[src/rtl/ifetch_queue.sv]
// rtl/ifetch_queue.sv - instruction prefetch queue with 1-cycle memory reads and redirect flush
// Define IFQ_BYPASS_EN to forward a response straight to the core when the queue is empty.
module ifetch_queue #(
  parameter int            DEPTH    = 4,
  parameter int            AW       = 8,
  parameter int            DW       = 16,
  parameter logic [AW-1:0] RESET_PC = '0
) (
  input  logic                     clk,
  input  logic                     rst,
  output logic                     mem_rd,
  output logic [AW-1:0]            mem_addr,
  input  logic [DW-1:0]            mem_data,
  output logic                     q_valid,
  output logic [DW-1:0]            q_data,
  output logic [AW-1:0]            q_pc,
  input  logic                     core_ready,
  input  logic                     redirect,
  input  logic [AW-1:0]            redirect_pc,
  output logic [$clog2(DEPTH):0]   count
);

  localparam int PW = $clog2(DEPTH);
  localparam int CW = PW + 1;

  logic [AW-1:0] fpc;
  logic [AW-1:0] tag;
  logic          inflight;
  logic [CW-1:0] cnt;
  logic [PW-1:0] rd_ptr;
  logic [PW-1:0] wr_ptr;
  logic [DW-1:0] data_mem [DEPTH];
  logic [AW-1:0] pc_mem   [DEPTH];

  logic [CW:0]   credit;
  logic          resp_valid;
  logic          head_valid;
  logic          bypass;
  logic          bypass_take;
  logic          push;
  logic          pop;

  // Issue only depends on registered state, so core_ready never reaches mem_rd.
  always_comb begin
    credit      = {1'b0, cnt} + {{CW{1'b0}}, inflight};
    mem_rd      = rst & ~redirect & (credit < (CW+1)'(DEPTH));
    mem_addr    = fpc;
    resp_valid  = rst & inflight & ~redirect;
    head_valid  = rst & (cnt != '0);
`ifdef IFQ_BYPASS_EN
    bypass      = resp_valid & (cnt == '0);
`else
    bypass      = 1'b0;
`endif
    bypass_take = bypass & core_ready;
    push        = resp_valid & ~bypass_take;
    pop         = head_valid & core_ready & ~redirect;
    q_valid     = head_valid | bypass;
    q_data      = '0;
    q_pc        = '0;
    if (head_valid) begin
      q_data = data_mem[rd_ptr];
      q_pc   = pc_mem[rd_ptr];
    end else if (bypass) begin
      q_data = mem_data;
      q_pc   = tag;
    end
    count       = cnt;
  end

  always_ff @(posedge clk) begin
    if (!rst) begin
      fpc      <= RESET_PC;
      tag      <= '0;
      inflight <= 1'b0;
      cnt      <= '0;
      rd_ptr   <= '0;
      wr_ptr   <= '0;
    end else if (redirect) begin
      fpc      <= redirect_pc;
      inflight <= 1'b0;
      cnt      <= '0;
      rd_ptr   <= '0;
      wr_ptr   <= '0;
    end else begin
      inflight <= mem_rd;
      if (mem_rd) begin
        fpc <= fpc + AW'(1);
        tag <= fpc;
      end
      if (push) wr_ptr <= wr_ptr + PW'(1);
      if (pop)  rd_ptr <= rd_ptr + PW'(1);
      case ({push, pop})
        2'b10:   cnt <= cnt + CW'(1);
        2'b01:   cnt <= cnt - CW'(1);
        default: cnt <= cnt;
      endcase
    end
  end

  // Storage needs no reset: the head is only exposed when cnt is non-zero.
  always_ff @(posedge clk) begin
    if (push) begin
      data_mem[wr_ptr] <= mem_data;
      pc_mem[wr_ptr]   <= tag;
    end
  end

endmodule
[config.mk]
export PLATFORM = sky130hd
export DESIGN_NAME = ifetch_queue
export DESIGN_NICKNAME = d
export VERILOG_FILES = /design/src/rtl/ifetch_queue.sv
export SDC_FILE = /design/constraint.sdc
export NUM_CORES = 1
export LEC_CHECK = 0
export ABC_AREA = 1
export CORE_ASPECT_RATIO = 0.8
export CORE_MARGIN = 5
export CORE_UTILIZATION = 45
export DETAILED_ROUTE_END_ITERATION = 10
export GPL_TIMING_DRIVEN = 0
export MAX_ROUTING_LAYER = met4
export PLACE_DENSITY = 0.67
export SYNTH_ARGS = -nofsm -noshare
export SYNTH_HDL_FRONTEND = slang
export SYNTH_SLANG_ARGS = --single-unit
[constraint.sdc]
create_clock -name clk -period 4.6 [get_ports clk]
set_input_delay 1.38 -clock clk [delete_from_list [all_inputs] [get_ports clk]]
set_output_delay 1.38 -clock clk [all_outputs]
set_load 0.02 [all_outputs]
* Word-level counts from Yosys, hierarchy flattened
Memories as Yosys holds them, arrays and structs flattened. A register that Yosys moved wholly into a read port is not among the register bits. Index checks and enable logic that the tools add are counted.
Storage, ports and cells: memories 2, bits in writable memories 96, input bits 28, latch bits 0, bits in read-only memories 0, register bits after elaboration 24, output and inout bits 37
Memory list:
- data_mem | depth 4, width 16, rd ports 1, clocked after memory_dff 1, wr ports 1, RTL line 32 | logic [DW-1:0] data_mem [DEPTH];
- pc_mem | depth 4, width 8, rd ports 1, clocked after memory_dff 1, wr ports 1, RTL line 33 | logic [AW-1:0] pc_mem [DEPTH];
Cells by class: $lt $le $gt $ge 1, bitwise logic cells 9, equal/unequal tests 2, $mul 0, add/subtract/negate cells 6, divide/modulo/power cells 0, shifts and indexed selects 0, reductions and logical operators 5, mux-type cells 11
Operator list (count):
- 8-bit 2-to-1 mux | 3
- 16-bit 2-to-1 mux | 1
- 8-bit by 1-bit adder with 8-bit output (second input constant) | 1
- 2-bit 2-to-1 mux | 4
- 1-bit AND | 7
- 3-bit case mux with 2 select lines | 1
- 2-bit by 1-bit adder with 2-bit output (second input constant) | 2
- 3-bit by 1-bit adder with 4-bit output | 1
- 4-bit by 3-bit < comparator with 1-bit output (second input constant) | 1
- 2-bit nonzero test | 2
- 3-bit by 1-bit adder with 3-bit output (second input constant) | 1
- 3-bit nonzero test | 1
- 3-bit by 1-bit subtractor with 3-bit output (second input constant) | 1
- 2-bit by 1-bit equality test with 1-bit output (second input constant) | 1
- 2-bit equality test (second input constant) | 1
- 1-bit 2-to-1 mux | 2
- 1-bit NOT | 2
- 2-bit AND reduction | 1
- 2-bit OR reduction | 1

* Logic depth before layout (Yosys ltp)
word-level depth 6, depth in mapped cells 11, mapped depth without buffers 11

* Worst setup path before layout
OpenSTA, ideal clock, no wires.
path type input-to-output, start input rst, end output q_data[13], setup slack 1.024 ns, buffers on the path 2, cell stages on the path 4, data arrival time 2.196 ns, required time 3.220 ns, cells stage by stage buf_2 > nand2_1 > buf_2 > a21oi_1
Between the ends: cells in the longest elaborated chain, start to end 2
RTL lines:
- start, declared | RTL line 10 | input logic rst,
- 1-bit AND | RTL line 49 | head_valid = rst & (cnt != '0);
- 16-bit 2-to-1 mux | RTL line 61 | if (head_valid) begin
- end, declared | RTL line 15 | output logic [DW-1:0] q_data,
No other way between the ends.

* Worst setup path in the final report
start input rst, end output q_valid
Between the ends: cells in the longest elaborated chain, start to end 1
RTL lines:
- 1-bit AND | RTL line 49
- end, declared | RTL line 14 | output logic q_valid,
No other way between the ends.

==> metrics <==
status=completed; fill count=approximately 890; crit path capture type=output port; Clk pin slew, worst setup/hold paths=0.05 ns; area leader, netlist=edfxtp_1; Die Wd=about 130 um; initial antenna violation count=0; fraction of registers with async set/reset=0%; Data required, critical path=between 3 and 4 ns; worst skew pair latency=between 0.4 and 0.5 ns; DR vias=between 3000 and 4000; dpl cells=between 600 and 700; Top Ports=between 60 and 70; Design Area, Final=6472 um2; root buffer cell=clkbuf_16; Num CTS Buffers=17; Seq/Total Area, Yosys=about two thirds; dpl cell area=between 5000 and 6000 um2; Post-CTS Setup Bufs=0; area of the mapped netlist=5041 um2; Slew headroom=between 30% and 40%; Yosys cell types=28; PortBufs=64; number of hold violations in the final report=0; Routed Antenna Nets=0; All-Layer GR Usage=~18%; fmax=222.1 MHz; Syn-to-layout area delta=28.39%; Tmin final=between 4 and 5 ns; RSZ-0062 raised after global routing=no; Final setup viols=0; Setup Skew=between 0.007 and 0.008 ns; Top FF cell, synth=edfxtp_1; grt ovf=0; commonest cells after routing, fill and taps aside=nor2_1 (131), edfxtp_1 (96), o21ai_0 (50); top cell type's share of synthesized area=a little under three fifths; worst-margin pin slew=0.9395 ns; Ant. Diodes=0; row count=34; CP Launch Type=input port; largest net degree at the start of global routing=17; fin cells=slightly above 700; Arr. time, crit path=between 3 and 4 ns; post-DP HPWL=around 7300 um; Starting Density=46.11%; # hold bufs at CTS=0; share of layout cells above drive strength 1=between 10% and 20%; yosys warns=0; Avg Cell Area, Syn=10.77 um2; Max IR drop VDD=approximately 0.21 mV; fin util=between 50% and 60%; leading cell type in the layout, fill and taps excluded=nor2_1; final critical-path share of the clock period=a little over nine tenths; DRT Wirelength=about 11000 um; Tot Pwr=2.552 mW; worst-path fanout max=10; WL per Instance=15.51 um; via/cell ratio=between 4 and 5; power density over the cells=~400 nW/um2; Static Leak=between 2 and 2.5 nW; cell count after synthesis=~470; drt drc=0; Mapped Nets=~500; Crit Path Class=in -> out; first-pass GRT wire length=around 18000 um; # nets final=just under 600; Max-Cap Viols=0; GPL Wtd Cong=0.8195; H-tree depth=4; DR iter-0 viols=between 300 and 400; HP Class=reg -> reg; die outline area=between 10000 and 15000 um2; #FFs+latches synth=around 120; vias in the first global route=~3500; clk buf depth=2; synth top area cells=edfxtp_1 (57%), dfxtp_1 (10%), nor2_1 (10%); CTS tree=built; Post-synth EDFFs=96; Die H=104.7 um; core area=10930 um2; drt pass-1 iters=4; Slew Limit Fails=0; # clock sinks=122
-- critical path, stage by stage --
cell,delay (ns)
clkdlybuf4s50_1,0.49
clkbuf_4,0.21
nand2_2,0.14
buf_2,0.23
inv_1,0.07
clkdlybuf4s50_1,0.59
-- per-stage QoR --
stage | setup TNS [ns] | hold WS (ns) | setup slack, ns
final | 0 | 0.4839 | 0.09703
after global routing | 0 | 0.5220 | 0.002908
after CTS | 0 | 0.4915 | 0.0001066
after detailed placement | -3.207 | 0.4815 | -0.2397
after global placement | -3.330 | 0.4651 | -0.2380
after floorplan | 0 | 0.4540 | 1.024
-- logic make-up after synthesis --
kind of cell	after synthesis	share of synthesized area, %
compound gates	98	9.978
xor+xnor	3	0.5213
fa+ha+maj	7	1.886
buf+inv	46	4.219
flops	122	67.51
simple gates	192	15.89
-- layer usage --
layer / up-vias / track usage, % / part of all wire [%]
met1: 1652 / 23.01 / 45
met3: 9 / 5.915 / 6.2
met2: 110 / 26.21 / 48
met4: 0 / 5.152 / 0.69
met5: - / - / 0
li1: 1774 / - / -
-- cell usage after synthesis (2+ instances only) --
| library cell | instances |
|---|---|
| ha_1 | 6 |
| a21oi_1 | 36 |
| buf_6 | 2 |
| clkbuf_1 | 5 |
| nand2_1 | 36 |
| nor2_1 | 135 |
| o21ai_0 | 50 |
| xor2_1 | 2 |
| dfxtp_1 | 26 |
| nor2_8 | 2 |
| nand3_1 | 14 |
| inv_1 | 22 |
| inv_2 | 3 |
| a21boi_0 | 2 |
| o21ai_1 | 8 |
| buf_4 | 3 |
| edfxtp_1 | 96 |
| buf_2 | 10 |
-- state kept, by name, indices dropped and copies added (netlist names), named ones only --
name,count
tag,8
data_mem,64
pc_mem,32
inflight,1
rd_ptr,2
count,3
wr_ptr,2
mem_addr,8
-- final cells by class --
type / instances / area [um2] / share of cell area, %
Clock buffer: 22 / 444.2 / 6.863
Inverter: 25 / 93.84 / 1.450
Timing Repair Buffer: 68 / 691.9 / 10.69
Multi-Input combinational cell: 300 / 1438 / 22.21
Tap cell: 144 / 180.2 / 2.784
Sequential cell: 122 / 3403 / 52.58
Clock inverter: 9 / 100.1 / 1.546
Buffer: 21 / 121.4 / 1.875
-- path summary, 6_finish.rpt --
kind,startpoint,end,slack [ns],depth (start not counted)
min,count[2]$_SDFFE_PP0P_,count[2]$_SDFFE_PP0P_,0.48,2
max,rst,q_valid,0.1,6
min reg2reg,count[2]$_SDFFE_PP0P_,count[2]$_SDFFE_PP0P_,0.48,2
max reg2reg,count[0]$_SDFFE_PP0P_,count[2]$_SDFFE_PP0P_,2.48,11
-- report_power, final --
group | leakage (nW) | internal (mW) | switching, mW | total [mW]
registers | 1.07 | 1.21 | 0.0161 | 1.22
logic | 1.11 | 0.0504 | 0.0550 | 0.105
clock network | 0.255 | 0.786 | 0.438 | 1.22
-- what timing repair did --
action	CTS	global route
pin swaps	0	0
gates resized for setup	20	2
endpoints found under the setup margin	22	2
Note: power is estimated with default switching activity, not from simulation.
